<file path="config.mk">
export PLATFORM = sky130hd
export DESIGN_NAME = sw_debounce
export DESIGN_NICKNAME = d
export VERILOG_FILES = /design/src/rtl/sw_debounce.sv
export SDC_FILE = /design/constraint.sdc
export NUM_CORES = 1
export LEC_CHECK = 0
export BUFFER_PORTS_ARGS = -buffer_cell sky130_fd_sc_hd__buf_2
export CAP_MARGIN = 25
export CORE_UTILIZATION = 23
export CTS_CLUSTER_SIZE = 20
export DETAILED_ROUTE_END_ITERATION = 8
export GPL_TIMING_DRIVEN = 0
export SLEW_MARGIN = 0
export SYNTH_ARGS = -nofsm -noshare
export SYNTH_HDL_FRONTEND = slang
export SYNTH_SLANG_ARGS = --single-unit
</file>
<file path="constraint.sdc">
create_clock -name clk -period 3 [get_ports clk]
set_input_delay 0.15 -clock clk [delete_from_list [all_inputs] [get_ports clk]]
set_output_delay 0.15 -clock clk [all_outputs]
set_load 0.02 [all_outputs]
</file>
<file path="src/rtl/sw_debounce.sv">
// sw_debounce: per-channel switch conditioning.
// Each raw switch bit is synchronised, then debounced by a counter that
// requires a new level to hold for CNT_MAX cycles before it is accepted.
// Outputs are the clean level plus one-cycle rise/fall strobes.
// Optional macro SW_DEBOUNCE_LATCH_EN adds a sticky 'changed' flag per
// channel with a clr_changed input.
module sw_debounce #(
  parameter int unsigned WIDTH       = 8,
  parameter int unsigned CNT_MAX     = 250000,
  parameter int unsigned SYNC_STAGES = 2
) (
  input  logic             clk,
  input  logic             rst_n,
  input  logic [WIDTH-1:0] sw_raw,
  output logic [WIDTH-1:0] sw_clean,
  output logic [WIDTH-1:0] sw_rise,
  output logic [WIDTH-1:0] sw_fall,
  output logic             stable
`ifdef SW_DEBOUNCE_LATCH_EN
  ,
  input  logic             clr_changed,
  output logic [WIDTH-1:0] changed
`endif
);

  localparam int unsigned CW = $clog2(CNT_MAX);
  localparam logic [CW-1:0] CNT_LAST = CW'(CNT_MAX - 1);

  typedef enum logic {
    MATCH,
    COUNT
  } chan_state_t;

  logic [WIDTH-1:0] sync_q [SYNC_STAGES];
  logic [WIDTH-1:0] sync;
  chan_state_t      state  [WIDTH];
  logic [CW-1:0]    cnt    [WIDTH];

  assign sync = sync_q[SYNC_STAGES-1];

  // Shift each raw input through the synchroniser chain.
  always_ff @(posedge clk or negedge rst_n) begin
    if (!rst_n) begin
      for (int unsigned k = 0; k < SYNC_STAGES; k++) begin
        sync_q[k] <= '0;
      end
    end else begin
      sync_q[0] <= sw_raw;
      for (int unsigned k = 1; k < SYNC_STAGES; k++) begin
        sync_q[k] <= sync_q[k-1];
      end
    end
  end

  // Per-channel MATCH/COUNT debouncer with registered level and strobes.
  always_ff @(posedge clk or negedge rst_n) begin
    if (!rst_n) begin
      for (int unsigned i = 0; i < WIDTH; i++) begin
        state[i] <= MATCH;
        cnt[i]   <= '0;
      end
      sw_clean <= '0;
      sw_rise  <= '0;
      sw_fall  <= '0;
    end else begin
      sw_rise <= '0;
      sw_fall <= '0;
      for (int unsigned i = 0; i < WIDTH; i++) begin
        case (state[i])
          MATCH: begin
            if (sync[i] != sw_clean[i]) begin
              cnt[i]   <= CW'(1);
              state[i] <= COUNT;
            end else begin
              cnt[i] <= '0;
            end
          end
          COUNT: begin
            if (sync[i] == sw_clean[i]) begin
              cnt[i]   <= '0;
              state[i] <= MATCH;
            end else if (cnt[i] == CNT_LAST) begin
              sw_clean[i] <= sync[i];
              sw_rise[i]  <= sync[i];
              sw_fall[i]  <= ~sync[i];
              cnt[i]      <= '0;
              state[i]    <= MATCH;
            end else begin
              cnt[i] <= cnt[i] + CW'(1);
            end
          end
          default: begin
            cnt[i]   <= '0;
            state[i] <= MATCH;
          end
        endcase
      end
    end
  end

  // Stable when no channel is counting towards a new level.
  always_comb begin
    stable = 1'b1;
    for (int unsigned i = 0; i < WIDTH; i++) begin
      if (state[i] == COUNT) begin
        stable = 1'b0;
      end
    end
  end

`ifdef SW_DEBOUNCE_LATCH_EN
  // Sticky change flags; a strobe in the clearing cycle keeps the bit set.
  always_ff @(posedge clk or negedge rst_n) begin
    if (!rst_n) begin
      changed <= '0;
    end else begin
      changed <= (changed & {WIDTH{~clr_changed}}) | sw_rise | sw_fall;
    end
  end
`endif

endmodule

</file>
# ---- Word level (Yosys, flattened, before mapping)
# Cells that the tools add are included.
dict set report totals {
  ff_bits 192
  inputBits 10
  output_inout_bits 25
  word_cells 212
}
dict set report op_classes {
  add_sub_neg 8
  n_mux 120
  n_bitwise 24
  eq_ne 24
  reduce_logical 8
}
# operator n
set op_table {}
lappend op_table {{18-bit two-way mux} 16}
lappend op_table {{18-bit case mux with 2 select lines} 8}
lappend op_table {{18-bit by 1-bit adder with 18-bit output, second input constant} 8}
lappend op_table {{18-bit == test, second input constant} 8}
lappend op_table {{1-bit two-way mux} 88}
lappend op_table {{1-bit inverter} 24}
lappend op_table {{3-bit AND reduction} 8}
lappend op_table {{1-bit case mux with 2 select lines} 8}
lappend op_table {{1-bit == test} 8}
lappend op_table {{1-bit inequality test} 8}

# ---- Logic depth before layout (Yosys ltp)
# Gate-level depths: netlist (run 1).
dict set report logic_depth {
  ltp_word 8
  ltp_mapped 6
  mapped_depth_nobuf 5
}

# ---- Worst setup path after synthesis (run 1)
# Ideal clock, no wire load.
dict set report synth_timing {
  path_type {reg-to-reg}
  from {reg cnt[137] (netlist name)}
  to {reg sw_clean[0]}
  path_buffers 1
  setup_slack_ps 882
  arrival_time_ps 1990
  path_stages_with_launch 6
  period_less_slack_ps 2118
  required_ps 2872
  setup_time_ps 128
  path_cell_list {dfrtp_1 or4_1 or4_1 buf_6 nor3_4 mux2_1}
}
dict set report synth_between {
  elab_chain_cells 2
}
# item line
set synth_rtl {}
lappend synth_rtl {{from (decl)} 37} ;# logic [CW-1:0] cnt [WIDTH];
lappend synth_rtl {{from (signal, indexed assignment)} 89} ;# cnt[i] <= cnt[i] + CW'(1);
lappend synth_rtl {{18-bit == test} 82} ;# end else if (cnt[i] == CNT_LAST) begin
lappend synth_rtl {{3-bit AND reduction (no line)} -}
lappend synth_rtl {{to (signal, indexed assignment)} 83} ;# sw_clean[i] <= sync[i];
lappend synth_rtl {{to (decl)} 15} ;# output logic [WIDTH-1:0] sw_clean,
# Every way passes these cells.
# A chain may end at the register's enable or synchronous reset.

# ---- Final worst setup path (run 1)
dict set report layout_timing {
  from {reg cnt[113] (netlist name)}
  to {reg cnt[118] (netlist name)}
}
dict set report layout_between {
  elab_chain_cells 4
  elab_cells_between_ends 5
  cone_classes {1 x add/sub; 1 x eq/ne; 3 x mux}
}
# item line
set layout_rtl {}
lappend layout_rtl {{18-bit by 1-bit adder with 18-bit output / 18-bit == test (equally long branches)} {89, 82}}
lappend layout_rtl {{18-bit two-way mux (*)} 82}
lappend layout_rtl {{18-bit two-way mux (*)} 79} ;# if (sync[i] == sw_clean[i]) begin
lappend layout_rtl {{18-bit case mux with 2 select lines (*)} 69} ;# case (state[i])
# Mark *: on every way between the ends. The rest lies on a longest branch, timed or not.

==> results.md, run 1 <==
- Drt pass-1 iters: 4
- Critical Path Source: cnt[113]
- Post-synth EDFFs: 0
- Mapped Area: around 8800 sq um
- Crit Path Max Fanout: 10
- # DRC: 0
- Status: completed
- I/O pin count: 35
- Ys async rst share: 100.0%
- Sink Count: 192
- Antenna fix cells: 0
- Max VDD drop: between 300 and 400 uV
- Die height: 197.5 um
- P_leak: 3.887 nW
- Skew-Pair Late Insertion Delay: about 0.45 ns
- Register area share after synthesis: 54.67%
- Crit path time final: 2.354 ns
- Critical R2R Launch: cnt[113]
- Worst Clk Skew: 0.01330 ns
- Net count after synthesis: 871
- Max-Cap Viols: 0
- Clk root buf: clkbuf_16
- First-pass GRT wire length: 29680 um
- Avg Inst Size Synth: 10.30 sq um
- Final hold violation count: 0
- Final cell count without fillers: 1440
- Max-slew violations: 0
- Nets: 934
- Syn. warnings: 0
- Worst rel slew slack: 54.24%
- Die W: between 150 and 200 um
- Fmax: about 420 MHz
- Clock buffer depth: 2
- Ys flop type: dfrtp_1
- Layout cells sized above 1: 9.688%
- Worst Tran Pin Value: 0.6864 ns
- Post-route ant nets: 0
- Vias in the first global route: 6183
- Crit path capture type: flip-flop
- CP startpoint kind: flip-flop
- Post-Syn Instances: 853
- Largest net degree at the start of global routing: 105
- Setup violations, final: 0
- Detailed placement HPWL: 11570 um
- GPL Wtd Cong: between 0.7 and 0.8
- RSZ-0062 raised after global routing: false
- Hold crit path type: in2async
- Layout Utilization: ~27%
- Setup slack, reg-to-reg: 0.65 ns
- Post-cts resize count: 0
- Area Growth Syn to Fin: 17.28%
- TritonCTS buffer count: 17
- Critical path class: reg2reg
- Total number of vias: 6332
- Initial Util: about a quarter
- Cell Pwr Density: 502.9 nW/um^2
- Yosys reg bits: between 150 and 200
- Starting DRT DRC Count: 304
- Placed Cells: 1399
- Worst Reg-to-Reg Cells: 6
- GRT Util Overall: 9.337%
- Wire length per cell: 11.76 um
- Initial antenna violation count: 0
- PortBufs: 34
- Unique masters post-synth: 43
- Crit path required time: 3.31 ns
- Core box area: 37670 sq um
- Row count: 71
- Die footprint: 39000 sq um
- Fill cells: 3965
- GR Overflow Total: 0
- H-tree levels: 4
- Fin crit share: 78.48%
- CP Data Arrival Time: 2.66 ns
- Drt total wl: 16940 um
- Via/cell ratio: 4.397
- Worst r2r dst: cnt[118]
- Crit path to: cnt[118]
- Clk pin slew, worst setup/hold paths: 0.07 ns
- CTS tree: built
-- state kept, by name, indices dropped and copies added, names as in the netlist --
register and count:
sw_fall 8, sw_clean 8, sync_q 8, cnt 144, sync 8, sw_rise 8
state 8
-- logic make-up (layout without fill, tap and decap cells) --
family,count (synthesis),count (layout),synth area share (%)
adder cells (fa/ha/maj),8,8,1.139
XOR/XNOR,112,112,11.16
multiplexers,4,4,0.5125
flip-flops,192,192,54.67
AO/OA/AOI/OAI,76,76,5.681
AND/OR/NAND/NOR,417,417,24.76
buffers and inverters,44,120,2.079
-- synth_stat cells (2+ instances only) --
| cell | count | area, sq um |
|---|---|---|
| or3_1 | 13 | 81.33 |
| o21bai_1 | 6 | 45.04 |
| nor2_1 | 130 | 488.0 |
| inv_1 | 33 | 123.9 |
| nor4_1 | 43 | 269.0 |
| buf_6 | 2 | 22.52 |
| clkbuf_1 | 7 | 26.28 |
| or2_1 | 6 | 37.54 |
| o31ai_1 | 26 | 195.2 |
| nand2_1 | 44 | 165.2 |
| xnor2_1 | 92 | 805.8 |
| nor3_1 | 25 | 125.1 |
| nand2b_1 | 12 | 75.07 |
| xor2_1 | 20 | 175.2 |
| a21oi_1 | 25 | 125.1 |
| mux2_2 | 3 | 33.78 |
| nor4bb_1 | 2 | 20.02 |
| and3_1 | 9 | 56.30 |
| o21bai_2 | 2 | 22.52 |
| nor4b_1 | 5 | 43.79 |
| buf_2 | 2 | 10.01 |
| o22ai_1 | 7 | 43.79 |
| or2_2 | 7 | 43.79 |
| and2_1 | 3 | 18.77 |
| dfrtp_1 | 192 | 4805 |
| or4_1 | 26 | 195.2 |
| ha_1 | 8 | 100.1 |
| o21ai_0 | 8 | 40.04 |
| or4b_2 | 2 | 20.02 |
| nand3_1 | 53 | 265.3 |
| and4_1 | 2 | 17.52 |
| nand4_1 | 27 | 168.9 |
-- what timing repair did --
item                                   CTS  global route
endpoints found under the hold margin   96             0
hold buffers                             9             0
setup buffers                            0             0
-- cell usage in the layout, fill, tap and decap left out, types with 3 or more instances in the layout --
cell type,n
clkbuf_1,8
nand2_1,44
nor4b_1,5
nand4_1,27
nand3_1,53
dfrtp_1,192
o31ai_1,26
and3_1,9
or3_1,13
nor4_1,43
o22ai_1,7
or4_1,26
o21bai_1,6
or2_1,6
inv_8,3
xnor2_1,92
or2_2,7
buf_2,35
xor2_1,20
o21ai_0,8
clkinv_2,3
and2_1,3
clkbuf_16,17
inv_1,33
nor2_1,130
ha_1,8
nor3_1,25
nand2b_1,12
a21oi_1,25
dlygate4sd3_1,9
inv_6,5
mux2_2,3
-- stage by stage --
stage	hold slack (ns)	setup WS [ns]	total power [mW]	area [sq um]	TNS (ns)
CTS	0.3143	0.5696	5.283	10310	0
finish	0.2865	0.6456	5.184	10310	0
global route	0.3268	0.3962	5.412	10310	0
global placement	0.2596	-1.504	2.968	9598	-284.73
detailed placement	0.2180	0.6018	2.977	9635	0
floorplan	-0.1456	0.8822	2.853	8788	0
-- worst max-delay path: stages (launching register included) --
cell      delay (ns)
dfrtp_1         0.37
clkbuf_1        0.17
nor4b_1         0.36
nand3_1         0.20
o21bai_1        0.59
clkbuf_1        0.42
nor2_1          0.11
-- area by class of cell --
| class | instances | area [sq um] | area share [%] |
|---|---|---|---|
| Timing Repair Buffer | 44 | 297.8 | 2.889 |
| Sequential cell | 192 | 4805 | 46.61 |
| Inverter | 33 | 123.9 | 1.202 |
| Multi-Input combinational cell | 617 | 3801 | 36.88 |
| Clock inverter | 13 | 138.9 | 1.347 |
| Tap cell | 511 | 639.4 | 6.203 |
| Buffer | 11 | 58.81 | 0.5705 |
| Clock buffer | 19 | 442.9 | 4.297 |
-- how the worst min path moves through the flow --
stage | cells past startpoint | endpoint
after global placement | 1 | sync_q[11]
after global routing | 2 | sync_q[13]
after floorplan | 0 | cnt[0]
after detailed placement | 1 | sw_fall[4]
after CTS | 2 | sync_q[13]
final | 2 | sw_fall[4]
-- per-layer routing --
| layer | track usage, % | share of wire, % | vias up |
|---|---|---|---|
| met1 | 12.09 | 49 | 3102 |
| met5 | 0 | 0 | - |
| met2 | 15.02 | 47 | 66 |
| met3 | 2.424 | 3.4 | 16 |
| met4 | 3.187 | 1.4 | 0 |
| li1 | - | - | 3148 |
-- where the power goes --
part | internal [mW] | switching, mW | leakage, nW
clock network | 1.20 | 1.06 | 0.291
logic | 0.0720 | 0.159 | 0.982
registers | 2.64 | 0.0564 | 2.61
total | 3.91 | 1.27 | 3.89
Power figures use the tool's default switching activity.
==> run 2, diff against run 1 <==
Settings changed: ABC_AREA set to 1.
Clock period 3 ns to 1.9 ns, I/O delays scaled along.
==> run 2 against run 1 <==
Compared with the run above:
- die area is 15% higher
- largest power group unchanged
- routed wire length is 25% higher
- clock-buffer cell count is 2 lower
- sequential cell count stayed put
- final area is 13% higher
- sequential share of layout area is 5.5 points lower
- largest cell class unchanged
==> results.md, run 2 <==
- Post-synthesis xor/xnor area fraction: 6.251%
- Logic pwr share: 6.0%
- Layout cells sized above 1: 11.40%
- Routed met2 length: 10090 um
- Metal3 WL: approximately 620 um
- Top cells by count, synth: nor2_1 (316), nand2_1 (259), dfrtp_1 (192)
- TritonCTS buffer count: 17
- Mapped Area: 10090 sq um
- Post-route ant nets: 0
- Layout Utilization: 27.10%
- Worst rel slew slack: 55.51%
- Met1 wire length: 10130 um
- Worst Reg-to-Reg Cells: 9
- Status: completed
- Clock buffer depth: 2
- Hold crit path type: in2async
- Critical path class: reg2out
- CTS tree: built
- Cell Pwr Density: a little over 700 nW/um^2
- Synth Area in Simple Gates: 35.94%
- Ranking of synthesized cells by area: dfrtp_1 (48%), nor2_1 (12%), nand2_1 (9.6%)
- Largest family of logic cells by synthesized area: simple AND/OR/NAND/NOR gates
- PortBufs: 34
- Antenna fix cells: 0
- Die footprint: ~45000 sq um
- Psw: around 2.2 mW
- Crit path time final: 1.758 ns
- Fin crit share: 92.52%
- Part of the power in the clock network: 42.5%
- Top-count cell post-synth: nor2_1
- Row count: 76
- Setup slack, reg-to-reg: 0.25 ns
- Via/cell ratio: 4.142
- Register with the most flip-flops: cnt
- Max VDD drop: 431.5 uV
- Initial antenna violation count: 0
- RSZ-0062 raised after global routing: false
- Final hold violation count: 0
- Initial Util: a little under a quarter
- Adder-cell share of the synthesized area: 0.9922%
- Fill cells: between 4000 and 5000
- Setup violations, final: 0
- Share of the synthesized area in the top cell type: 47.62%
- Critical R2R Launch: cnt[18]
- Internal cell power: slightly above 6 mW
- Post-synth top area cell: dfrtp_1
- Final Total Pwr: just over 8 mW
- Net count after synthesis: 1311
- Yosys reg bits: between 150 and 200
- Fmax: 568.9 MHz
- Avg Inst Size Synth: 7.802 sq um
- # DRC: 0
- Syn. warnings: 0
- Die height: 211.4 um
- Net Sw Frac: about a quarter
- Worst Clk Skew: 0.01198 ns
- Total number of vias: approximately 8000
- Min setup slack post-route: 0.1421 ns
- Ys flop type: dfrtp_1
- Drt pass-1 iters: 5
- Max FFs per register: roughly 140
- Largest net degree at the start of global routing: 117
- Die W: 211.4 um
- Core box area: 43170 sq um
- Drt total wl: 21110 um
- GPL Wtd Cong: around 0.85
- GR Overflow Total: 0
- Vias in the first global route: about 8000
- Ys async rst share: 100.0%
- Most frequent cells in the layout: nor2_1 (316), nand2_1 (259), dfrtp_1 (192)
- Worst r2r dst: cnt[29]
- Unique masters post-synth: 30
- Skew-Pair Late Insertion Delay: 0.45 ns
- Starting DRT DRC Count: ~400
- Commonest non-fill, non-tap cell in the layout: nor2_1
- First-pass GRT wire length: 37820 um
- Mux contribution to synthesized area: 0%
- Post-Syn Instances: around 1300
- Crit path required time: 1.80 ns
- Detailed placement HPWL: roughly 15000 um
- Worst Tran Pin Value: 0.6673 ns
- P_leak: ~4.9 nW
- Post-synth EDFFs: 0
- Register share of total power: 51.4%
- Clk pin slew, worst setup/hold paths: 0.08 ns
- I/O pin count: 35
- Clk root buf: clkbuf_16
- Max-slew violations: 0
- Crit path capture type: primary output
- GRT Util Overall: slightly above 10%
- Wire length per cell: 10.80 um
- Sink Count: 192
- Nets: between 1000 and 1500
- DR top layer: met4
- H-tree levels: 4
- Crit Path Max Fanout: 4
- Compound-Gate Fraction of Synth Area: under 10%
- Area Growth Syn to Fin: 15.96%
- Max-Cap Viols: 0
- Dpl ws: 0.2539 ns
- Register area share after synthesis: 47.62%
- CP startpoint kind: flip-flop
- CP Data Arrival Time: 1.66 ns
## run 2: cell types whose count changed after synthesis, moves of 27 or more
cell | before | now
nand2_1 | 44 | 259
nor2_1 | 130 | 316
inv_1 | 33 | 140
xnor2_1 | 92 | 21
nand3_1 | 53 | 105
nor4_1 | 43 | 2
xor2_1 | 20 | 51
nor2_2 | 0 | 27
## run 2: kinds of logic (layout without fill, tap and decap cells)
group	count (synthesis)	count (layout)
fa+ha+maj	8	8
simple gates	815	815
buf+inv	157	233
flops	192	192
compound gates	49	49
xor+xnor	72	72
## run 2: timing repair
action	CTS	global route
hold buffers	9	0
endpoints found under the hold margin	84	0
setup endpoints to repair	1	0
buffers inserted	0	0
resized for setup	1	0
## run 2: worst max-delay path, cell delays in order (launching register included)
cell and delay (ns):
dfrtp_1 0.36, inv_1 0.20, nand3_1 0.13, nor3_2 0.30, buf_2 0.23
## run 2: stage by stage
step | instances | TNS (ns) | area, sq um | hold slack [ns]
6_report | 1954 | 0 | 11700 | 0.2269
5_1_grt | 1954 | 0 | 11700 | 0.2588
4_1_cts | 1954 | 0 | 11700 | 0.2356
3_5_place_dp | 1913 | 0 | 11030 | 0.1265
3_3_place_gp | 1912 | -506.88 | 10990 | 0.2053
2_1_floorplan | 1293 | 0 | 10090 | -0.2006
## run 2: layer usage
| layer | GRT usage (%) | vias to the layer above |
|---|---|---|
| li1 | - | 4178 |
| met1 | 13.16 | 3810 |
| met2 | 17.25 | 87 |
| met3 | 2.492 | 19 |
| met4 | 3.398 | 0 |
| met5 | 0 | - |
## run 2: power by group through the flow
| stage | Clock, mW | Sequential (mW) | Combinational [mW] |
|---|---|---|---|
| after floorplan | 0 | 4.30 | 0.301 |
| after global placement | 0 | 4.31 | 0.482 |
| after detailed placement | 0 | 4.32 | 0.500 |
| after CTS | 3.66 | 4.24 | 0.516 |
| after global routing | 3.84 | 4.25 | 0.577 |
| final | 3.50 | 4.24 | 0.495 |
## run 2: worst max-delay path by stage
stage | from | cells after the start | to
6_report | state[5] | 4 | stable
5_1_grt | state[5] | 4 | stable
4_1_cts | state[5] | 4 | stable
3_5_place_dp | cnt[18] | 9 | cnt[29]
3_3_place_gp | rst_n | 1 | cnt[85]
2_1_floorplan | cnt[126] | 9 | cnt[137]
## run 2: final cells by class
| type | count | area, sq um | area share [%] |
|---|---|---|---|
| buffer | 9 | 100.1 | 0.8556 |
| clock buffer | 17 | 425.4 | 3.636 |
| clock inverter | 15 | 150.1 | 1.283 |
| timing repair buffer | 44 | 297.8 | 2.545 |
| inverter | 148 | 555.5 | 4.749 |
| tap | 585 | 732.0 | 6.257 |
| multi-input combinational | 944 | 4633 | 39.60 |
| sequential | 192 | 4805 | 41.07 |
